`config.mk`:
```
export PLATFORM = sky130hd
export DESIGN_NAME = phase_scheduler
export DESIGN_NICKNAME = d
export VERILOG_FILES = /design/src/rtl/traffic_pkg.sv /design/src/rtl/rr_arbiter.sv /design/src/rtl/phase_scheduler.sv
export SDC_FILE = /design/constraint.sdc
export NUM_CORES = 1
export LEC_CHECK = 0
export CAP_MARGIN = 20
export CORE_MARGIN = 3
export CORE_UTILIZATION = 50
export CTS_CLUSTER_DIAMETER = 30
export DETAILED_ROUTE_END_ITERATION = 10
export GPL_TIMING_DRIVEN = 0
export HOLD_SLACK_MARGIN = 0.03
export PLACE_DENSITY_LB_ADDON = 0.2
export SYNTH_ARGS = -nofsm -noshare
export SYNTH_HDL_FRONTEND = slang
export SYNTH_SLANG_ARGS = --single-unit
```
`constraint.sdc`:
```
create_clock -name clock -period 4.1 [get_ports clock]
set_clock_uncertainty 0.15 [all_clocks]
set_input_delay 0.82 -clock clock [delete_from_list [all_inputs] [get_ports clock]]
set_output_delay 0.82 -clock clock [all_outputs]
set_load 0.005 [all_outputs]
```
`src/rtl/traffic_pkg.sv`:
```
// traffic_pkg: light codes, scheduler states and default timing shared by the phase scheduler.
package traffic_pkg;
    typedef enum logic [1:0] {LT_RED = 2'd0, LT_YELLOW = 2'd1, LT_GREEN = 2'd2} light_t;
    typedef enum logic [1:0] {ST_ALLRED = 2'd0, ST_GREEN = 2'd1, ST_YELLOW = 2'd2} state_t;
    localparam int DEF_N    = 4;
    localparam int DEF_GMIN = 4;
    localparam int DEF_GMAX = 12;
    localparam int DEF_YDLY = 3;
    localparam int DEF_RDLY = 2;
    function automatic int max3(input int a, input int b, input int c);
        int m;
        m = a > b ? a : b;
        return m > c ? m : c;
    endfunction
endpackage

```
`src/rtl/rr_arbiter.sv`:
```
// rr_arbiter: combinational round-robin pick starting after last, with last searched at the end.
module rr_arbiter #(
    parameter int N = 4
) (
    input  logic [N-1:0]         req,
    input  logic [$clog2(N)-1:0] last,
    output logic [$clog2(N)-1:0] winner,
    output logic                 valid
);
    localparam int W = $clog2(N);
    logic [W-1:0] idx;
    // Walk offsets from farthest to nearest so the nearest set request is written last.
    always_comb begin
        winner = last;
        valid  = 1'b0;
        idx    = '0;
        for (int k = N; k >= 1; k--) begin
            idx = W'((int'(last) + k) % N);
            if (req[idx]) begin
                winner = idx;
                valid  = 1'b1;
            end
        end
    end
endmodule

```
`src/rtl/phase_scheduler.sv`:
```
// phase_scheduler: N-way actuated traffic phase controller with min/max green, yellow and all-red clearance.
module phase_scheduler
    import traffic_pkg::*;
#(
    parameter int N    = DEF_N,
    parameter int GMIN = DEF_GMIN,
    parameter int GMAX = DEF_GMAX,
    parameter int YDLY = DEF_YDLY,
    parameter int RDLY = DEF_RDLY
) (
    input  logic                 clock,
    input  logic                 clear,
    input  logic [N-1:0]         req,
    output logic [2*N-1:0]       lights,
    output logic [$clog2(N)-1:0] grant_idx,
    output logic                 green_start
);
    localparam int W    = $clog2(N);
    localparam int TMAX = max3(GMAX, YDLY, RDLY);
    localparam int TW   = TMAX > 1 ? $clog2(TMAX) : 1;
    localparam logic [TW-1:0] R_END    = TW'(RDLY - 1);
    localparam logic [TW-1:0] GMIN_END = TW'(GMIN - 1);
    localparam logic [TW-1:0] GMAX_END = TW'(GMAX - 1);
    localparam logic [TW-1:0] Y_END    = TW'(YDLY - 1);
    state_t        state;
    logic [TW-1:0] t;
    logic [W-1:0]  cur;
    logic [W-1:0]  winner;
    logic          valid;
    logic          other;
    rr_arbiter #(.N(N)) u_arb (
        .req    (req),
        .last   (cur),
        .winner (winner),
        .valid  (valid)
    );
    assign other = |(req & ~(N'(1) << cur));
    always_ff @(posedge clock or posedge clear) begin
        if (clear) begin
            state <= ST_ALLRED;
            t     <= '0;
            cur   <= W'(N - 1);
        end else begin
            case (state)
                ST_ALLRED: begin
                    if (t >= R_END && valid) begin
                        state <= ST_GREEN;
                        t     <= '0;
                        cur   <= winner;
                    end else if (t < R_END) begin
                        t <= t + 1'b1;
                    end
                end
                ST_GREEN: begin
                    // An uncontested green rests even after its own request drops.
                    if (other && ((t >= GMIN_END && !req[cur]) || t == GMAX_END)) begin
                        state <= ST_YELLOW;
                        t     <= '0;
                    end else if (t < GMAX_END) begin
                        t <= t + 1'b1;
                    end
                end
                ST_YELLOW: begin
                    state <= t == Y_END ? ST_ALLRED : ST_YELLOW;
                    t     <= t == Y_END ? '0 : t + 1'b1;
                end
                default: begin
                    state <= ST_ALLRED;
                    t     <= '0;
                end
            endcase
        end
    end
    always_comb begin
        lights = '0;
        for (int i = 0; i < N; i++)
            lights[2*i +: 2] = (state != ST_ALLRED && cur == W'(i)) ?
                               (state == ST_GREEN ? LT_GREEN : LT_YELLOW) : LT_RED;
    end
    assign grant_idx   = cur;
    assign green_start = state == ST_GREEN && t == '0;
endmodule

```
======== Word-level counts from Yosys, hierarchy flattened ========
Cells that the tools add are included.
storage, ports and cells
  register bits after elaboration ......... 8
  input bits .............................. 6
  word-level logic and storage cells ...... 83
operators by class
  add/subtract/negate cells ............... 5
  equal/unequal tests ..................... 11
  mux-type cells .......................... 33
  bitwise logic cells ..................... 2
  reduce and logical (&&, ||, !) cells .... 19
  shift-type cells ........................ 1
  $lt $le $gt $ge ......................... 9
operator list
  cell                                                        number
  2-to-1 mux 2 bit                                            12
  2-to-1 mux 4 bit                                            5
  less-than comparator 2 x 3 -> 1 bit, second input constant  5
  one-hot mux 4 bit (3 select lines)                          1
  binary-select mux 1 bit (select 2 bit)                      5
  2-to-1 mux 1 bit                                            9
  logical AND 1 bit                                           8
  equality test 2 bit, second input constant                  3
  inequality test 3 bit, second input constant                2
  one-hot mux 2 bit (3 select lines)                          1
  adder 2 x 1 -> 2 bit, second input constant                 2
  adder 2 bit, second input constant                          2
  adder 4 x 1 -> 4 bit, second input constant                 1
  AND 4 bit                                                   1
  equality test 2 x 1 -> 1 bit, second input constant         2
  equality test 4 x 2 -> 1 bit, second input constant         1
  equality test 4 bit, second input constant                  1
  >= comparator 4 x 1 -> 1 bit, second input constant         1
  >= comparator 4 x 2 -> 1 bit, second input constant         1
  logical NOT 2 bit                                           2
  logical NOT 4 bit                                           1
  less-than comparator 4 x 1 -> 1 bit, second input constant  1
  less-than comparator 4 bit, second input constant           1
  inequality test 2 bit, second input constant                2
  9 further kinds                                             10

======== Logic depth before layout (Yosys ltp) ========
Gate-level depths: netlist of the first run.
  depth after elaboration ................. 10
  gate-level depth with buffers ........... 10
  mapped depth without buffers ............ 8

======== Modules after synthesis ========
A second synthesis of the first run with hierarchy kept.
unflattened totals
  cells, all modules ...................... 101
  area, all modules ....................... 844.6 um2
modules (own cells, without submodules)
  module           cells an instance  sequential area each (um2)  area an instance (um2)  times used
  phase_scheduler  87                 202.7                       762.0                   1
  rr_arbiter       14                 0.0                         82.6                    1

======== Least setup slack after synthesis of the first run ========
No wires, ideal clock.
  path type ............................... reg-to-reg
  start point ............................. register cur[0], in the netlist grant_idx[0]
  end point ............................... register t[3]
  setup slack ............................. 1,483 ps
  arrival time ............................ 2,339 ps
  buffers on the path ..................... 2
  cell stages (with the launch flop) ...... 11
  cells stage by stage .................... dfstp_2 > buf_6 > inv_1 > ha_1 > buf_4 > nor2b_1 > or3b_1 > a211oi_1 > o2bb2ai_1 > nand2b_1 > o22ai_1
on the way
  cells in the longest elaborated chain, start to end .. 10
  elaborated cells between the ends (all ways) .. 33
  classes of those cells .................. 4 x add/sub; 2 x eq/ne; 1 x shift; 17 x mux; 2 x bitwise; 7 x reduce/logical
ends and longest elaborated chain
  what                                                                       line                   source
  start: declaration                                                         phase_scheduler.sv:27  logic [W-1:0] cur;
  start signal: assignment                                                   phase_scheduler.sv:42  cur <= W'(N - 1);
  start signal: assignment                                                   phase_scheduler.sv:49  cur <= winner;
  adder 2 x 1 -> 2 bit                                                       rr_arbiter.sv:18       idx = W'((int'(last) + k) % N);
  binary-select mux 1 bit (select 2 bit)                                     rr_arbiter.sv:19       if (req[idx]) begin
  2-to-1 mux 1 bit (implied by the code)                                     rr_arbiter.sv:19
  2-to-1 mux 1 bit (4 in a row)                                              rr_arbiter.sv:19
  logical AND 1 bit                                                          phase_scheduler.sv:46  if (t >= R_END && valid) begin
  2-to-1 mux 4 bit or inequality test 3 bit (tied branches)                  n/a
  one-hot mux 4 bit (3 select lines) or AND reduction 2 bit (tied branches)  n/a
  end signal: assignment                                                     phase_scheduler.sv:51  t <= t + 1'b1;
  end signal: assignment                                                     phase_scheduler.sv:60  t <= t + 1'b1;
  end signal: assignment                                                     phase_scheduler.sv:65  t <= t == Y_END ? '0 : t + 1'b1;
  end: declaration                                                           phase_scheduler.sv:26  logic [TW-1:0] t;
Parallel ways exist; a longest one is shown, timed or not. The select of a mux whose other input is x is not followed.
A chain may end at the register's enable or synchronous reset.

======== Worst setup path after layout of the first run ========
  start point ............................. input req[2]
  end point ............................... register t[3]
on the way
  cells in the longest elaborated chain, start to end .. 9
  elaborated cells between the ends (all ways) .. 27
  classes of those cells .................. 2 x eq/ne; 17 x mux; 1 x bitwise; 7 x reduce/logical
ends and longest elaborated chain
  what                                                                       line                   source
  start: declaration                                                         phase_scheduler.sv:13  input logic [N-1:0] req,
  binary-select mux 1 bit (select 2 bit)                                     rr_arbiter.sv:19
  2-to-1 mux 1 bit (implied by the code)                                     rr_arbiter.sv:19
  2-to-1 mux 1 bit (4 in a row)                                              rr_arbiter.sv:19
  logical AND 1 bit                                                          phase_scheduler.sv:46
  2-to-1 mux 4 bit or inequality test 3 bit (tied branches)                  n/a
  one-hot mux 4 bit (3 select lines) or AND reduction 2 bit (tied branches)  n/a
Parallel ways exist; a longest one is shown, timed or not. The select of a mux whose other input is x is not followed.

==> results of run 1 <==
cell families after synthesis:
| kind of cell | after synthesis | synth area share, % |
|---|---|---|
| fa+ha+maj | 8 | 11.9 |
| simple gates | 39 | 26.0 |
| compound gates | 32 | 27.6 |
| flops | 8 | 24.2 |
| buf+inv | 12 | 7.61 |
| mux | 1 | 2.69 |
per-layer routing:
metal,share of wire (%),wire [um],GRT usage (%)
met4,0,0,0
met3,6.0,107,6.90
met5,0,0,0
met2,45,805,30.6
met1,49,870,26.9
final timing paths:
kind	from	endpoint	slack [ns]	depth (start not counted)
hold reg to reg	state[0]	state[1]	0.37	1
max in group asynchronous	clear	grant_idx[0]	2.84	2
hold / removal	state[0]	state[1]	0.37	1
setup reg to reg	grant_idx[0]	t[3]	1.19	10
setup / recovery	req[2]	t[3]	1.17	7
min in group asynchronous	clear	state[0]	0.65	2
placed cells by master (no fill, tap or decap), types with 2 or more instances in the layout:
master,Yosys,final
a211oi_1,2,2
a21o_1,3,3
a21oi_1,7,7
a221o_1,2,2
and2_1,9,9
buf_6,2,2
clkbuf_4,0,3
clkdlybuf4s50_1,0,16
dfrtp_1,6,6
dfstp_2,2,2
ha_1,8,8
inv_1,9,9
nand2_1,8,8
nand2b_1,6,6
nor2_1,3,3
nor2b_1,8,8
o21ai_0,2,2
o21ai_1,3,3
o22ai_1,2,2
final cells by class:
class                           count  area, um^2  share of cell area (%)
Timing Repair Buffer               16         160                    15.3
Sequential cell                     8         203                    19.4
Tap cell                           16        20.0                    1.92
Inverter                            9        33.8                    3.23
Clock buffer                        4        26.3                    2.51
Buffer                              3        30.0                    2.87
Multi-Input combinational cell     80         572                    54.7
cells in the mapped netlist (2+ instances only):
master    number  area [um^2]
inv_1          9         33.8
dfstp_2        2         52.6
a21oi_1        7         35.0
a21o_1         3         22.5
nand2_1        8         30.0
a211oi_1       2         15.0
nand2b_1       6         37.5
buf_6          2         22.5
o21ai_1        3         15.0
o22ai_1        2         12.5
nor2b_1        8         50.1
nor2_1         3         11.3
o21ai_0        2         10.0
a221o_1        2         20.0
and2_1         9         56.3
ha_1           8          100
dfrtp_1        6          150
worst register-to-register path, stage by stage (launching register included):
cell and delay [ns]:
dfstp_2 0.58, buf_6 0.15, inv_1 0.07, ha_1 0.29, buf_4 0.15, nor2b_1 0.06
or3b_1 0.41, a211oi_1 0.33, o2bb2ai_1 0.27, nand2b_1 0.22, o22ai_1 0.11
per-stage QoR:
| stage | total power (uW) | setup WS (ns) | util (%) |
|---|---|---|---|
| after CTS | 786 | 1.18 | 67.8 |
| after floorplan | 556 | 1.48 | - |
| after detailed placement | 718 | 0.915 | 66.1 |
| final | 784 | 1.17 | 67.8 |
| after global routing | 867 | 1.00 | 67.8 |
| after global placement | 700 | 0.967 | 66.1 |
state kept, by name, summed over array words and instances (netlist names):
name       cells
grant_idx      2
state          2
t              4
where the power goes:
part | switching, uW | internal, uW
Sequential | 46.0 | 121
Clock | 27.0 | 37.2
Combinational | 274 | 279
==> impl_metrics.csv, run 1 <==
group,metric,value,unit
outcome,status,"finished clean",
final_layout,fill_cells,122,
drt,avgViaCountPerCell,5.72,
yosys,ys_types,35,
setup_path,max_stage_delay,0.58,ns
timing,worst_pin_slew,0.602,ns
die,pin_count,17,
worst_hold_path,worstHoldPathType,"flip-flop to flip-flop",
timing,tns,0,ns
final_layout,drive_gt1_share,10.0,%
die,core_area,1540,um^2
job,maxCapViolCount,0,
yosys,yosysSeqAreaShare,24.2,%
setup_path,cpMaxStageDelayCell,"a2111oi_1",
cts,cts.clk_slew.worst_paths,0.06,ns
timing,slew_headroom,59.7,%
power,p_per_area,751,nW/um^2
cts,cts-resized-gates,0,
global_routing,grt_first_pass_wirelength,3040,um
global_routing,grt_pass1_vias,690,
power,irDropWorstVdd,0.377,mV
setup_path,cp.required,4.07,ns
cts,cts_root_buffer,"clkbuf_4",
timing,period_minus_slack,2.93,ns
yosys,synth-seq-cells,8,
die,rows,14,
placed_design,dpl-instance-area,1020,um^2
yosys,synth_edf_count,0,
die,start_util,54.4,%
yosys,synth-main-ff-cell,"dfrtp_1",
die,die_area,2200,um^2
placed_design,dpl.cell_count,132,
cts,cts-hold-fix-buffers,0,
cts,clk_latency,0.26,ns
setup_path,crit_chain,"clkdlybuf4s50_1 -> nor2b_1 -> a2111oi_1 -> a21oi_1 -> o2bb2ai_1 -> nand2b_1 -> o22ai_1",
cts,clockBufferDepth,2,
drt,dr.pass1.iters,4,
yosys,postSynthCellCount,100,
global_routing,grt_max_degree,10,
setup_path,crit_family,"compound AO/OA/AOI/OAI gates",
setup_path,worstPathArrival,2.90,ns
placed_design,io_buffers,16,
yosys,synthArstFlopShare,100,%
setup_path,crit_path_start_kind,"primary input",
global_routing,antenna_found_initial,0,
setup_path,path_class,"primary input to flip-flop",
cts,cts_sinks,8,
drt,drc,0,
drt,wl_per_cell,13.1,um
final_layout,antennaDiodeCount,0,
timing,finalCritPeriodShare,71.4,%
die,die_w,46.9,um
final_layout,stdcell_count,136,
die,die_h,46.9,um
yosys,syn_area_per_cell,8.38,um^2
final_layout,syn_to_final_growth,24.6,%
timing,max_freq,0.341,GHz
yosys,synth_warnings,0,
drt,ant_nets,0,
cts,cts_buffers,3,
cts,post-cts-setup-buffers,0,
drt,drt_iter0_drc,11,
final_layout,final_cell_area,1040,um^2
setup_path,path_buf_inv,1,
drt,routed_wl,1780,um
timing,fin_hold_ws,0.367,ns
yosys,syn_nets,114,
timing,drv_slew,0,
yosys,syn_area,838,um^2
setup_path,end_kind,"flip-flop",
setup_path,crit_fanout,6,
global_routing,grtUsageTotal,19.2,%
drt,vias,778,
placed_design,place.gp.congestion,0.844,
timing,setup_viol,0,
cts,cts_tree,"yes",
global_routing,grt-ovfl-total,0,
final_layout,nNetsFinal,135,
timing,rsz0062_at_grt,"no",
placed_design,hpwl,1430,um
power,p_leak,0.000443,uW
cts,ctsHtreeMaxLevel,1,
timing,hold_viol,0,
Note: power is estimated with default switching activity, not from simulation.
==> run 2: changes to the inputs <==
--- a/config.mk
+++ b/config.mk
@@ -7,7 +7,7 @@
 export LEC_CHECK = 0
 export CAP_MARGIN = 20
 export CORE_MARGIN = 3
-export CORE_UTILIZATION = 50
+export CORE_UTILIZATION = 45
 export CTS_CLUSTER_DIAMETER = 30
 export DETAILED_ROUTE_END_ITERATION = 10
 export GPL_TIMING_DRIVEN = 0
==> constraint.sdc (replaced) <==
create_clock -name clock -period 2.5 [get_ports clock]
set_clock_uncertainty 0.15 [all_clocks]
set_input_delay 0.5 -clock clock [delete_from_list [all_inputs] [get_ports clock]]
set_output_delay 0.5 -clock clock [all_outputs]
set_load 0.005 [all_outputs]
==> impl_metrics.csv, run 2 (synthesis results as in run 1) <==
group,metric,value,unit
cts,ctsHtreeMaxLevel,1,
die,die_w,49.2,um
cts,cts.clk_slew.worst_paths,0.06,ns
drt,routed_wl,2220,um
final_layout,syn_to_final_growth,47.9,%
power,p_comb_share,77.2,%
die,core_area,1630,um^2
outcome,status,"finished clean",
timing,max_freq,0.402,GHz
drt,drc,0,
timing,setup_viol,0,
timing,worst_slack,0.0135,ns
power,irDropWorstVdd,0.841,mV
cts,cts_tree,"yes",
power,p_leak,0.000515,uW
drt,dr.pass1.iters,4,
setup_path,crit_path_start_kind,"primary input",
drt,vias,858,
final_layout,layout_commonest_cell,"clkdlybuf4s50_1",
power,p_seq_share,16.6,%
final_layout,final_cell_area,1240,um^2
timing,worst_pin_slew,0.450,ns
setup_path,path_class,"primary input to flip-flop",
placed_design,hpwl,1470,um
final_layout,largest_register,"t",
die,die_h,49.2,um
global_routing,grt-ovfl-total,0,
cts,cts_buffers,3,
die,die_area,2420,um^2
die,start_util,51.5,%
power,intPower,910,uW
cts,clk_latency,0.26,ns
drt,drt_iter0_drc,10,
placed_design,dpl-instance-area,1050,um^2
die,rows,14,
power,finalPower,1650,uW
global_routing,grt_max_degree,9,
placed_design,place.gp.congestion,0.890,
global_routing,grtUsageTotal,18.5,%
global_routing,antenna_found_initial,0,
placed_design,dp_slack,-0.311,ns
drt,avgViaCountPerCell,5.61,
job,maxCapViolCount,0,
global_routing,grt_pass1_vias,761,
setup_path,cp.required,2.48,ns
power,swShare,44.8,%
timing,tns,0,ns
timing,slew_headroom,70.0,%
cts,clockBufferDepth,2,
final_layout,nNetsFinal,145,
timing,finalCritPeriodShare,99.5,%
placed_design,io_buffers,16,
drt,wl_per_cell,14.5,um
setup_path,end_kind,"flip-flop",
power,p_per_area,1330,nW/um^2
timing,drv_slew,0,
drt,ant_nets,0,
setup_path,worstPathArrival,2.47,ns
global_routing,grt_first_pass_wirelength,3550,um
timing,hold_viol,0,
die,pin_count,17,
cts,cts_root_buffer,"clkbuf_4",
cts,cts_sinks,8,
final_layout,fill_cells,119,
worst_hold_path,worstHoldPathType,"primary input to asynchronous set/reset pin",
power,clkPwrFrac,6.2,%
final_layout,antennaDiodeCount,0,
final_layout,largest_reg_flops,4,
final_layout,drive_gt1_share,29.5,%
timing,period_minus_slack,2.49,ns
final_layout,final_cell_mix,"15 x clkdlybuf4s50_1, 10 x buf_4, 9 x and2_1",
setup_path,crit_fanout,6,
timing,fin_hold_ws,0.338,ns
power,switching_power,739,uW
-- run 2: layout make-up --
cell class	instances	area [um^2]	area share, %
tap	24	30.0	2.42
buffer	1	11.3	0.908
clock buffer	3	22.5	1.82
sequential	8	203	16.3
timing repair buffer	28	260	21.0
multi-input combinational	80	677	54.6
inverter	9	36.3	2.93
-- run 2: per-layer routing --
metal | up-vias | track usage [%] | part of all wire, % | wire length [um]
met4 | 0 | 4.27 | 0.68 | 15
li1 | 416 | - | - | -
met1 | 404 | 25.2 | 45 | 992
met5 | - | 0 | 0 | 0
met2 | 36 | 29.2 | 49 | 1080
met3 | 2 | 4.59 | 5.9 | 131
-- run 2: final timing paths --
check | from | end | slack, ns | cells past startpoint
hold reg to reg | state[0] | state[1] | 0.42 | 1
hold / removal | clear | state[0] | 0.34 | 2
max in group asynchronous | clear | grant_idx[1] | 1.56 | 2
min in group clock | state[0] | state[1] | 0.42 | 1
setup reg to reg | grant_idx[0] | t[3] | 0.08 | 7
setup / recovery | req[2] | t[3] | 0.01 | 7
-- run 2: metrics by stage --
stage | utilization, % | std cells
finish | 76.1 | 153
global route | 76.1 | 153
CTS | 73.3 | 151
detailed placement | 64.4 | 140
global placement | 64.4 | 140
floorplan | - | 100
-- run 2: critical path, cell delays in order --
cell and delay, ns:
clkdlybuf4s50_1 0.51, mux4_2 0.53, o22a_1 0.23, o21ai_2 0.22, o221ai_4 0.18, a21oi_1 0.20
o22ai_2 0.10
-- run 2: what timing repair did --
item | 4_1_cts | 5_1_grt
pin swaps | 3 | 7
setup buffers | 8 | 4
endpoints found under the setup margin | 10 | 6
hold endpoints to repair | 0 | 0
gates resized for setup | 11 | 9
hold buffers | 0 | 0
-- run 2: power groups by stage --
stage          Combinational, uW  Clock (uW)  Sequential [uW]
2_1_floorplan                697           0              257
3_3_place_gp                 922           0              272
3_5_place_dp                 948           0              274
4_1_cts                     1180         106              262
5_1_grt                     1390         111              283
6_report                    1270         102              274
